===== src/rtl/ysyx_22040759_mem_stage.sv =====
// MEM pipeline stage: latches the EXE payload, issues one data-memory request per
// load/store, waits for the response or write acknowledge, and forms the WB payload.
module ysyx_22040759_mem_stage (
    input  logic         clk,
    input  logic         rst,
    // EXE -> MEM
    input  logic         es_to_ms_valid,
    input  logic [172:0] es_to_ms_bus,
    input  logic [63:0]  es_alu_result,
    output logic         ms_allowin,
    // MEM -> WB
    input  logic         ws_allowin,
    output logic         ms_to_ws_valid,
    output logic [167:0] ms_to_ws_bus,
    // hazard / forwarding
    output logic [63:0]  ms_alu_result,
    output logic [4:0]   ms_rd,
    output logic         ms_reg_wen,
    output logic         ms_mem_ren,
    // data-memory request
    output logic         dreq_valid,
    input  logic         dreq_ready,
    output logic         dreq_wen,
    output logic [63:0]  dreq_addr,
    output logic [63:0]  dreq_wdata,
    output logic [7:0]   dreq_wstrb,
    output logic [1:0]   dreq_size,
    // data-memory response
    input  logic         drsp_valid,
    input  logic [63:0]  drsp_rdata
);

    typedef enum logic [1:0] {
        S_IDLE,
        S_REQ,
        S_WAIT,
        S_DONE
    } state_t;

    state_t         r_state;
    state_t         w_state_nxt;

    logic           r_ms_valid;
    logic [172:0]   r_bus;
    logic [63:0]    r_alu;
    logic [63:0]    r_rdata;

    logic [31:0]    w_inst;
    logic [63:0]    w_src2;
    logic           w_mem_wen;
    logic           w_mem_ren;
    logic [2:0]     w_func3;
    logic [1:0]     w_wreg_sel;
    logic           w_reg_wen;
    logic [4:0]     w_rd;
    logic [63:0]    w_pc;

    logic           w_mem_op;
    logic           w_ready_go;
    logic [1:0]     w_size;
    logic [2:0]     w_off;
    logic [5:0]     w_shamt;
    logic [7:0]     w_strb_base;
    logic [63:0]    w_raw;
    logic [63:0]    w_load;
    logic [63:0]    w_result;

    // ------------------------------------------------------------------
    // Payload field decode
    // ------------------------------------------------------------------
    assign w_inst     = r_bus[172:141];
    assign w_src2     = r_bus[140:77];
    assign w_mem_wen  = r_bus[76];
    assign w_mem_ren  = r_bus[75];
    assign w_func3    = r_bus[74:72];
    assign w_wreg_sel = r_bus[71:70];
    assign w_reg_wen  = r_bus[69];
    assign w_rd       = r_bus[68:64];
    assign w_pc       = r_bus[63:0];

    assign w_mem_op   = w_mem_wen | w_mem_ren;
    assign w_size     = w_func3[1:0];

    // ------------------------------------------------------------------
    // Handshake
    // ------------------------------------------------------------------
    assign w_ready_go     = !w_mem_op || (r_state == S_DONE);
    assign ms_allowin     = !r_ms_valid || (w_ready_go && ws_allowin);
    assign ms_to_ws_valid = r_ms_valid && w_ready_go;

    always_ff @(posedge clk) begin
        if (!rst) begin
            r_ms_valid <= 1'b0;
        end else if (ms_allowin) begin
            r_ms_valid <= es_to_ms_valid;
        end
    end

    always_ff @(posedge clk) begin
        if (es_to_ms_valid && ms_allowin) begin
            r_bus <= es_to_ms_bus;
            r_alu <= es_alu_result;
        end
    end

    // ------------------------------------------------------------------
    // Memory access FSM
    // ------------------------------------------------------------------
    always_ff @(posedge clk) begin
        if (!rst) begin
            r_state <= S_IDLE;
        end else begin
            r_state <= w_state_nxt;
        end
    end

    always_comb begin
        w_state_nxt = r_state;
        unique case (r_state)
            S_IDLE: if (r_ms_valid && w_mem_op) w_state_nxt = S_REQ;
            S_REQ:  if (dreq_ready)             w_state_nxt = S_WAIT;
            S_WAIT: if (drsp_valid)             w_state_nxt = S_DONE;
            S_DONE: if (ws_allowin)             w_state_nxt = S_IDLE;
            default:                            w_state_nxt = S_IDLE;
        endcase
    end

    always_ff @(posedge clk) begin
        if (r_state == S_WAIT && drsp_valid) begin
            r_rdata <= drsp_rdata;
        end
    end

    // ------------------------------------------------------------------
    // Request formation; sub-size offset bits are dropped so the lane
    // position is always naturally aligned to the access size.
    // ------------------------------------------------------------------
    always_comb begin
        w_off       = r_alu[2:0];
        w_strb_base = 8'h01;
        unique case (w_size)
            2'b00: begin
                w_off       = r_alu[2:0];
                w_strb_base = 8'h01;
            end
            2'b01: begin
                w_off       = {r_alu[2:1], 1'b0};
                w_strb_base = 8'h03;
            end
            2'b10: begin
                w_off       = {r_alu[2], 2'b00};
                w_strb_base = 8'h0F;
            end
            default: begin
                w_off       = 3'b000;
                w_strb_base = 8'hFF;
            end
        endcase
    end

    assign w_shamt    = {w_off, 3'b000};

    assign dreq_valid = (r_state == S_REQ);
    assign dreq_wen   = w_mem_wen;
    assign dreq_addr  = {r_alu[63:3], 3'b000};
    assign dreq_size  = w_size;
    assign dreq_wdata = w_src2 << w_shamt;
    assign dreq_wstrb = w_mem_wen ? (w_strb_base << w_off) : '0;

    // ------------------------------------------------------------------
    // Load extraction and result
    // ------------------------------------------------------------------
    assign w_raw = r_rdata >> w_shamt;

    always_comb begin
        w_load = '0;
        unique case (w_func3)
            3'b000:  w_load = {{56{w_raw[7]}},  w_raw[7:0]};
            3'b001:  w_load = {{48{w_raw[15]}}, w_raw[15:0]};
            3'b010:  w_load = {{32{w_raw[31]}}, w_raw[31:0]};
            3'b011:  w_load = w_raw;
            3'b100:  w_load = {56'd0, w_raw[7:0]};
            3'b101:  w_load = {48'd0, w_raw[15:0]};
            3'b110:  w_load = {32'd0, w_raw[31:0]};
            default: w_load = '0;
        endcase
    end

    assign w_result     = w_mem_ren ? w_load : r_alu;

    assign ms_to_ws_bus = {w_inst, w_wreg_sel, w_result, w_reg_wen, w_rd, w_pc};

    assign ms_alu_result = r_alu;
    assign ms_rd         = w_rd;
    assign ms_reg_wen    = w_reg_wen & r_ms_valid;
    assign ms_mem_ren    = w_mem_ren & r_ms_valid;

endmodule


===== config.mk =====
export PLATFORM = sky130hd
export DESIGN_NAME = ysyx_22040759_mem_stage
export DESIGN_NICKNAME = d
export VERILOG_FILES = /design/src/rtl/ysyx_22040759_mem_stage.sv
export SDC_FILE = /design/constraint.sdc
export NUM_CORES = 1
export LEC_CHECK = 0
export BUFFER_PORTS_ARGS = -buffer_cell sky130_fd_sc_hd__buf_2
export CAP_MARGIN = 20
export CORE_AREA = 2 2 265 267
export DETAILED_ROUTE_END_ITERATION = 10
export DIE_AREA = 0 0 267 269
export PLACE_DENSITY = 0.45
export SLEW_MARGIN = 20
export SYNTH_ARGS = -nofsm -noshare
export SYNTH_HDL_FRONTEND = slang
export SYNTH_SLANG_ARGS = --single-unit

===== constraint.sdc =====
create_clock -name clk -period 9.3 [get_ports clk]
set_input_delay 1.395 -clock clk [delete_from_list [all_inputs] [get_ports clk]]
set_output_delay 1.395 -clock clk [all_outputs]
set_load 0.01 [all_outputs]

==> results.cfg <==
[critical_path]
cp_data_arrival_time_ps = 3970
path_cells = buf_4 > clkinv_1 > nor2_1 > nand2_1 > o221a_2 > o211ai_1 > buf_2
required_ps = 7910
path_class = reg -> out
critical_path.max_fanout = 53
max_stage_delay_ps = 680
cp-start-kind = flop
critical-path-slowest-cell = nor2_1
reg2reg_depth = 5
endpoint_kind = primary output

[timing]
hold_viol_final = 0
fin_setup_tns_ps = 0
fin_ws_ps = 3940
fmax_mhz = 187
tightest_slew_ps = 1100
period_needed_ps = 5360
max_slew_margin_pct = 26.5
fin_skew_ps = 14.5
period_share_pct = 57.7
setup_viol = 0
timing.hold.ws_ps = 577
rsz0062_at_grt = false
drv_slew = 0

[synth]
synth_flop_cell = edfxtp_1
synth_most_common_cell = edfxtp_1
seq_area_frac_synth_pct = 59.7
synthCells = 1227
synth_area_mm2 = 0.0152
ys_ff_latch = 304
synth.distinct_cells = 62
netlist.area_leader.share_pct = 59.3
yosys.area.top_type = edfxtp_1
postSynthAreaPerCell_um2 = 12.4
yosys_warnings = 0
synthTopCellsByCount = edfxtp_1, buf_4, nand2_1
yosys-top-cells-area = edfxtp_1, buf_4, mux2i_1
synthArstFlopShare_pct = 0
synth_edf_count = 301

[layout]
fillers = 7260
syn_to_final_growth_pct = 28.8
final_layout_size_suffix_gt1_share_pct = 46.2
finalInstanceArea_mm2 = 0.0196
nNetsFinal = 2029

[cts]
cts_tree = done
htreeDepth = 2
clk_pin_slew_ps = 50
cts-resized-gates = 0
clockBufferDepth = 3
cts_buffers = 39
ctsRootBufferMaster = clkbuf_16
post_cts.repair.setup_buffers = 0
clk_latency_ps = 570
numClockSinks = 304
hold_buffers = 0

[floorplan]
core_region_area_mm2 = 0.0693
die_w_um = 267
start_util_pct = 22.0
num_rows = 97
ioPinCount = 688
dieArea_mm2 = 0.0718
die_h_um = 269

[grt]
grt_pass1_vias = 12400
grt_max_degree = 150
overflow = 0
antenna_found_initial = 26
grt_pass1_wl_um = 87300
grt_usage_pct = 16.8

[route]
ant_nets = 0
routedWlPerCell_um = 23.7
drc = 0
drt_wl_total_um = 63800
vias = 12100
viasPerCell = 4.52
dr.pass1.iters = 6
drtIter0Drc = 797

[place]
io_buffers = 684
placed_cell_area_mm2 = 0.0184
hpwl_um = 48900
place_congestion = 0.819
place_ws_ps = 4470

[job]
max-cap-violations = 0

[power_and_ir_drop]
total_power_mw = 3.88
peakVddDrop_mv = 0.153
power_leakage_nw = 8.37
cellPowerDensity_mw_per_mm2 = 198

[run_status]
outcome = finished clean

[worst_hold_path]
hold_path_depth = 2
hold_class = reg -> reg
[per-stage QoR]
step / cells / utilization (%)
floorplan: 1229 / -
global placement: 2616 / 26.6
detailed placement: 2616 / 26.6
CTS: 2686 / 28.3
global route: 2688 / 28.3
finish: 2689 / 28.3
[layout by cell type, fill, tap and decap left out, drive strengths merged, types with 21 or more instances in the layout]
cell type | netlist | layout
and3 | 30 | 30
nand2 | 145 | 145
edfxtp | 301 | 301
clkbuf | 47 | 50
a21oi | 26 | 26
and2 | 21 | 21
a22oi | 27 | 27
mux2i | 74 | 74
buf | 210 | 704
o21ai | 21 | 21
o211ai | 48 | 48
nand3 | 27 | 27
nor2 | 47 | 47
[layout make-up]
cell class | instances | area, µm² | area share [%]
diodes | 3 | 7.51 | 0.0382
inverters | 17 | 63.8 | 0.325
flip-flops and latches | 304 | 9100 | 46.3
clock buffers | 50 | 1080 | 5.49
repair buffers | 704 | 3590 | 18.3
clock inverters | 20 | 113 | 0.574
multi-input cells | 651 | 4510 | 23.0
well taps | 940 | 1180 | 5.99
[final timing paths]
path	startpoint	slack [ps]	end
worst max-delay path	r_bus[73]	3940	ms_to_ws_bus[88]
worst min-delay path	r_state[1]	580	r_state[1]
worst max register to register	r_bus[75]	6280	r_bus[157]
worst min register to register	r_state[1]	580	r_state[1]
[critical path: cells and delay by family, from the launching register on]
| family | cells | cell delay (ps) |
|---|---|---|
| buf+inv | 3 | 1340 |
| simple gates | 2 | 1100 |
| compound gates | 2 | 620 |
| flops | 1 | 320 |
[cell families (layout without fill, tap and decap cells)]
group           after synthesis  in the layout  share of synthesized area, %
xor+xnor                      1              1                        0.0575
fa+ha+maj                     5              5                         0.410
buf+inv                     274            791                          11.4
mux                          84             84                          6.19
flops                       304            304                          59.7
compound gates              249            249                          12.6
simple gates                309            309                          9.60
other cells                   1              6                        0.0246
[flip-flops by register name (all words and copies together) (netlist names)]
name,flops
ms_alu_result,64
r_bus,173
r_ms_valid,1
r_rdata,64
r_state,2
[where the power goes]
part | total [mW] | internal, mW | switching [mW] | leakage, nW
Combinational | 0.712 | 0.276 | 0.436 | 4.92
Clock | 1.44 | 0.818 | 0.618 | 0.581
Sequential | 1.73 | 1.64 | 0.0916 | 2.87
Total | 3.88 | 2.74 | 1.15 | 8.37
[routing by layer]
| layer | global-route usage [%] | part of all wire (%) | vias up |
|---|---|---|---|
| li1 | - | - | 5451 |
| met1 | 19.5 | 39 | 5898 |
| met3 | 5.56 | 9.1 | 116 |
| met5 | 0 | 0.21 | - |
| met4 | 5.69 | 3.0 | 22 |
| met2 | 29.0 | 49 | 662 |
(Power assumes the default switching activity.)
